<file path="src/rtl/vram_packet_tx.sv">
// vram_packet_tx: reads a run of RGB pixels from VRAM and streams them as a headed byte packet to a TX MAC.
module vram_packet_tx #(
  parameter int         PIXELS = 8,
  parameter logic [7:0] HDR0   = 8'h05,
  parameter logic [7:0] HDR1   = 8'hA8
) (
  input  logic        dclk,
  input  logic        rst,
  input  logic        start,
  input  logic [23:0] start_addr,
  output logic        busy,
  output logic        done,
  output logic        vram_rd,
  output logic [23:0] vram_addr,
  input  logic [23:0] vram_data,
  output logic        tx_en,
  output logic [7:0]  tx_data,
  input  logic        tx_ready
);
  localparam int PW = $clog2(PIXELS + 1);
  typedef enum logic [1:0] {IDLE, HDR, PIX, FIN} state_t;
  state_t        r_state;
  logic [2:0]    r_idx;
  logic [1:0]    r_ph;
  logic [PW-1:0] r_pix;
  logic [23:0]   r_addr, r_vaddr, r_rgb;
  logic [7:0]    r_b;
  logic          r_rd_d;
  logic          w_acc, w_last_pix;
  logic [7:0]    w_hdr;
  assign tx_en      = r_state == HDR || r_state == PIX;
  assign busy       = tx_en;
  assign done       = r_state == FIN;
  assign w_acc      = tx_en && tx_ready;
  assign w_last_pix = r_pix == PW'(PIXELS - 1);
  // Pixel 0 is fetched on header byte 5, later pixels on the previous pixel's G byte.
  assign vram_rd    = w_acc && (r_state == HDR ? r_idx == 3'd5 : r_ph == 2'd1 && !w_last_pix);
  assign vram_addr  = vram_rd ? (r_state == HDR ? r_addr : r_addr + 24'(r_pix) + 24'd1) : r_vaddr;
  always_comb begin
    w_hdr = r_idx == 3'd0 ? HDR0 :
            r_idx == 3'd1 ? HDR1 :
            r_idx == 3'd4 ? r_addr[23:16] :
            r_idx == 3'd5 ? r_addr[15:8] :
            r_idx == 3'd6 ? r_addr[7:0] : 8'h00;
    tx_data = r_state == HDR ? w_hdr :
              r_state == PIX ? (r_ph == 2'd0 ? r_rgb[23:16] : r_ph == 2'd1 ? r_rgb[15:8] : r_b) : 8'h00;
  end
  always_ff @(posedge dclk or posedge rst) begin
    if (rst) begin
      r_state <= IDLE;
      r_idx   <= '0;
      r_ph    <= '0;
      r_pix   <= '0;
      r_addr  <= '0;
      r_vaddr <= '0;
      r_rgb   <= '0;
      r_b     <= '0;
      r_rd_d  <= 1'b0;
    end else begin
      r_rd_d <= vram_rd;
      if (r_rd_d) r_rgb <= vram_data;
      if (vram_rd) r_vaddr <= vram_addr;
      case (r_state)
        IDLE: if (start) begin
          r_addr  <= start_addr;
          r_idx   <= '0;
          r_state <= HDR;
        end
        HDR: if (tx_ready) begin
          r_idx <= r_idx + 3'd1;
          if (r_idx == 3'd6) begin
            r_state <= PIX;
            r_ph    <= '0;
            r_pix   <= '0;
          end
        end
        PIX: if (tx_ready) begin
          // B is parked before the next pixel's fetch overwrites r_rgb.
          if (r_ph == 2'd1) r_b <= r_rgb[7:0];
          r_ph <= r_ph == 2'd2 ? 2'd0 : r_ph + 2'd1;
          if (r_ph == 2'd2) begin
            r_pix <= r_pix + PW'(1);
            if (w_last_pix) r_state <= FIN;
          end
        end
        default: r_state <= IDLE;
      endcase
    end
  end
endmodule

</file>
<file path="config.mk">
export PLATFORM = sky130hd
export DESIGN_NAME = vram_packet_tx
export DESIGN_NICKNAME = d
export VERILOG_FILES = /design/src/rtl/vram_packet_tx.sv
export SDC_FILE = /design/constraint.sdc
export NUM_CORES = 1
export LEC_CHECK = 0
export CAP_MARGIN = 20
export CORE_MARGIN = 5
export CORE_UTILIZATION = 49
export CTS_CLUSTER_DIAMETER = 60
export DETAILED_ROUTE_END_ITERATION = 7
export DONT_BUFFER_PORTS = 1
export GPL_ROUTABILITY_DRIVEN = 0
export PLACE_DENSITY = 0.76
export RECOVER_POWER = 50
export REMOVE_ABC_BUFFERS = 1
export SYNTH_ARGS = -nofsm -noshare
export SYNTH_HDL_FRONTEND = slang
export SYNTH_SLANG_ARGS = --single-unit
</file>
<file path="constraint.sdc">
create_clock -name dclk -period 8.94 [get_ports dclk]
set_input_delay 1.341 -clock dclk [delete_from_list [all_inputs] [get_ports dclk]]
set_output_delay 1.341 -clock dclk [all_outputs]
set_load 0.005 [all_outputs]
</file>
After elaboration in Yosys (flattened, before gate mapping)
Index checks and enable logic that the tools add are counted.
{ "op_classes": {"mux": 32, "add_sub_neg": 5, "n_eq_ne": 16, "n_reduce_logical": 16} }
{ "op_table": {"columns": ["cell", "n"], "rows": [
  ["8-bit 2-to-1 mux", 9],
  ["24-bit 2-to-1 mux", 2],
  ["24-bit by 1-bit adder with 24-bit output, second input constant", 1],
  ["24-bit by 4-bit adder with 24-bit output", 1],
  ["2-bit 2-to-1 mux", 10],
  ["4-bit 2-to-1 mux", 4],
  ["3-bit == test, second input constant", 3],
  ["2-bit inequality test, second input constant", 4],
  ["4-bit one-hot mux with 2 select lines", 1],
  ["2-bit == test, second input constant", 3],
  ["3-bit 2-to-1 mux", 2],
  ["2-bit one-hot mux with 3 select lines", 1],
  ["3-bit one-hot mux with 2 select lines", 1],
  ["3-bit AND reduction", 2],
  ["6-bit AND reduction", 1],
  ["5-bit AND reduction", 1],
  ["4-bit by 1-bit adder with 4-bit output, second input constant", 1],
  ["2-bit by 1-bit == test with 1-bit output, second input constant", 2],
  ["4-bit by 3-bit == test with 1-bit output, second input constant", 1],
  ["2-bit zero test", 2],
  ["2-bit by 1-bit inequality test with 1-bit output, second input constant", 2],
  ["2-bit one-hot mux with 2 select lines", 1],
  ["4-bit AND reduction", 1],
  ["2-bit nonzero test", 2],
  ["other kinds (9)", 11]
]} }
{ "word_totals": {"regBits": 92, "in_bits": 52, "out_inout_bits": 36} }

Depth between registers and ports, before layout
{ "depth": {"word_depth": 7, "ltp_mapped": 9} }

Worst setup path after synthesis
Ideal clock, no wire load.
{ "synth_path": {"path_type": "input -> output", "from": "input port tx_ready", "to": "output port vram_addr[3]", "t_arrival_ps": 2406, "path_buffers": 2, "cell_stages": 6, "path_slack_ps": 5193, "path_cell_list": "clkbuf_1 > nand2_1 > nor2_2 > buf_2 > o311ai_0 > o21a_1"} }
{ "synth_via": {"elab_chain_len": 3} }
{ "synth_rtl": {"columns": ["element", "line", "source"], "rows": [
  ["from (decl)", "18", "input logic tx_ready"],
  ["1-bit logical AND", "34", "assign w_acc = tx_en && tx_ready;"],
  ["1-bit logical AND", "37", "assign vram_rd = w_acc && (r_state == HDR ? r_idx == 3'd5 : r_ph == 2'd1 && !w_last_pix);"],
  ["24-bit 2-to-1 mux", "38", "assign vram_addr = vram_rd ? (r_state == HDR ? r_addr : r_addr + 24'(r_pix) + 24'd1) : r_vaddr;"],
  ["to (decl)", "14", "output logic [23:0] vram_addr,"]
]} }
No other way between the ends.

==> results.json <==
{
  "crit_fanout": 66,
  "synthDistinctLibCells": 48,
  "dominantRegCellSynth": "dfrtp_1",
  "clock_latency_ns": 0.38,
  "path_common_cell": "clkbuf_1",
  "io_pins": 88,
  "yosysWarnings": 0,
  "dr.pass1.iters": 5,
  "tightest_slew_ns": 3.49,
  "yosysMostFrequentCell": "dfrtp_1",
  "grt_usage_pct": 18.9,
  "drtAntennaViolNets": 0,
  "ys_ff_latch": 92,
  "clk_pin_slew_ns": 0.09,
  "hold_violations": 0,
  "status": "complete, but fails checks",
  "clock_sinks": 92,
  "clockBufferDepth": 2,
  "grt_remaining_overflow": 0,
  "port_buffers": 0,
  "cp_slowest_stage_delay_ns": 2.53,
  "initial_core_util_pct": 50.1,
  "antenna_found_initial": 0,
  "cts_tree": "built",
  "cp.required_ns": 8.64,
  "fin_worst_skew_ns": 0.0183,
  "via_per_inst": 5.79,
  "timing.fmax_mhz": 190,
  "tns_ns": 0,
  "leakage_uw": 0.00204,
  "design_area_mm2": 0.00512,
  "grt_pass1_wl_um": 17500,
  "crit_chain": "clkinvlp_2, clkbuf_1, clkbuf_1",
  "synth.top_cells.by_count": "92 x dfrtp_1, 61 x mux2_2, 59 x a21oi_1",
  "async_flop_share_pct": 100,
  "die_height_um": 110,
  "rsz0062_at_grt": "no",
  "drive_above_1_share_pct": 18.6,
  "placed_cell_area_mm2": 0.00495,
  "cts_buffers": 9,
  "fillers": 899,
  "r2r-start": "r_state[1]",
  "fin_nets": 524,
  "synth_edf_count": 0,
  "drc_errors": 0,
  "ctsHoldBuffers": 0,
  "syn2layout_area_growth_pct": 4.65,
  "yosysSeqAreaShare_pct": 47.1,
  "core_area_mm2": 0.00977,
  "cts_setup_buffers": 0,
  "drt-initial-drc-count": 171,
  "vdd_drop_max_uv": 148,
  "wire_per_inst_um": 18.2,
  "num_rows": 36,
  "synth_area_mm2": 0.00489,
  "hold_start": "r_rgb[18]",
  "cts_root_buf": "clkbuf_8",
  "yosysTopAreaCell": "dfrtp_1",
  "drv_cap": 1,
  "wirelength_um": 10800,
  "die-width_um": 110,
  "grt_max_degree": 93,
  "htreeDepth": 3,
  "period_minus_slack_ns": 5.26,
  "slew_headroom_pct": -132,
  "cts_resized": 0,
  "violations": "max-capacitance violations, max-slew violations",
  "synthTopCellsByArea": "dfrtp_1 47%, mux2_2 14%, a21oi_1 6.0%",
  "path_class": "input port to asynchronous set/reset pin",
  "syn-mean-instance-area_um2": 10.4,
  "hp-class": "flip-flop to flip-flop",
  "critPathSlowestCell": "clkbuf_1",
  "die_area_mm2": 0.0121,
  "final-max-slew-violation-count": 67,
  "crit_path_start_kind": "input port",
  "num_antenna_cells": 0,
  "vias": 3445,
  "dp_hpwl_um": 7830,
  "synth_top_area_share_pct": 47.1,
  "power_density_mw_per_mm2": 359,
  "startpoint": "rst",
  "synth_cells": 472,
  "grt_pass1_vias": 3512,
  "worstPathArrival_ns": 4.96,
  "timing.final.crit_share_pct": 58.8,
  "end_kind": "asynchronous set/reset pin",
  "setup_violations": 0
}
-- layer usage --
metal / vias to the layer above / routed length [um] / global-route usage (%)
met5: - / 0 / 0
met4: 0 / 155 / 5.88
met3: 14 / 971 / 7.75
met2: 110 / 5260 / 31.2
met1: 1662 / 4460 / 22.4
li1: 1659 / - / -
-- logic make-up (layout without fill, tap and decap cells) --
logic type,count (synthesis),after routing,share of synthesized area [%]
compound gates,117,117,14.0
xor+xnor,20,20,3.58
fa+ha+maj,15,15,3.99
buf+inv,38,28,3.32
flops,92,92,47.1
mux,70,70,15.9
simple gates,120,120,12.1
-- worst max-delay path, delay by kind of cell --
family	cells	cell delay [ns]
buf+inv	3	3.57
-- cell type report --
type,count,area (um2),share of cell area (%)
clock buffers,11,131,2.57
multi-input cells,342,2430,47.5
repair buffers,3,15.0,0.293
well taps,133,166,3.25
inverters,9,35.0,0.684
clock inverters,5,37.5,0.733
flip-flops and latches,92,2300,45.0
-- sequential cells by signal, indices dropped and copies added (netlist names) --
register / count
r_b: 8
r_state: 2
r_pix: 4
r_addr: 24
r_rgb: 24
r_vaddr: 24
r_ph: 2
r_rd_d: 1
r_idx: 3
-- metrics by stage --
| stage | hold slack [ns] | setup slack [ns] | instances | utilization (%) | total power, uW |
|---|---|---|---|---|---|
| after CTS | 0.513 | 4.56 | 594 | 52.4 | 1860 |
| after global placement | 0.476 | 5.07 | 578 | 50.7 | 1550 |
| after detailed placement | 0.495 | 4.99 | 578 | 50.7 | 1600 |
| after floorplan | 0.465 | 4.14 | 443 | - | 1380 |
| after global routing | 0.529 | 2.70 | 595 | 52.4 | 2000 |
| final | 0.511 | 3.68 | 595 | 52.4 | 1840 |
-- final timing paths --
| kind | to | slack [ns] | cells after the start |
|---|---|---|---|
| min in group asynchronous | r_rgb[21] | 1.32 | 2 |
| hold / removal | r_rgb[18] | 0.51 | 1 |
| setup / recovery | r_vaddr[6] | 3.68 | 3 |
| setup reg to reg | r_vaddr[3] | 6.21 | 8 |
| hold reg to reg | r_rgb[18] | 0.51 | 1 |
| max in group dclk | vram_addr[3] | 4.59 | 8 |
-- report_power, final --
group / total, uW / internal [uW] / switching (uW)
Clock: 253 / 102 / 151
Combinational: 785 / 356 / 428
Sequential: 801 / 616 / 186
Total: 1840 / 1070 / 765
-- cell usage in the layout, fill, tap and decap left out, drive strengths merged, types with 5 or more instances in the layout --
cell,Yosys,routed
dfrtp,92,92
nor2,41,41
mux2i,9,9
nand2,30,30
nand2b,5,5
inv,9,9
clkbuf,15,13
o211ai,5,5
a21oi,59,59
a31oi,7,7
ha,14,14
o22ai,6,6
nand3,13,13
o21ai,19,19
mux2,61,61
xnor2,7,7
xor2,13,13
Note: power is estimated with default switching activity, not from simulation.
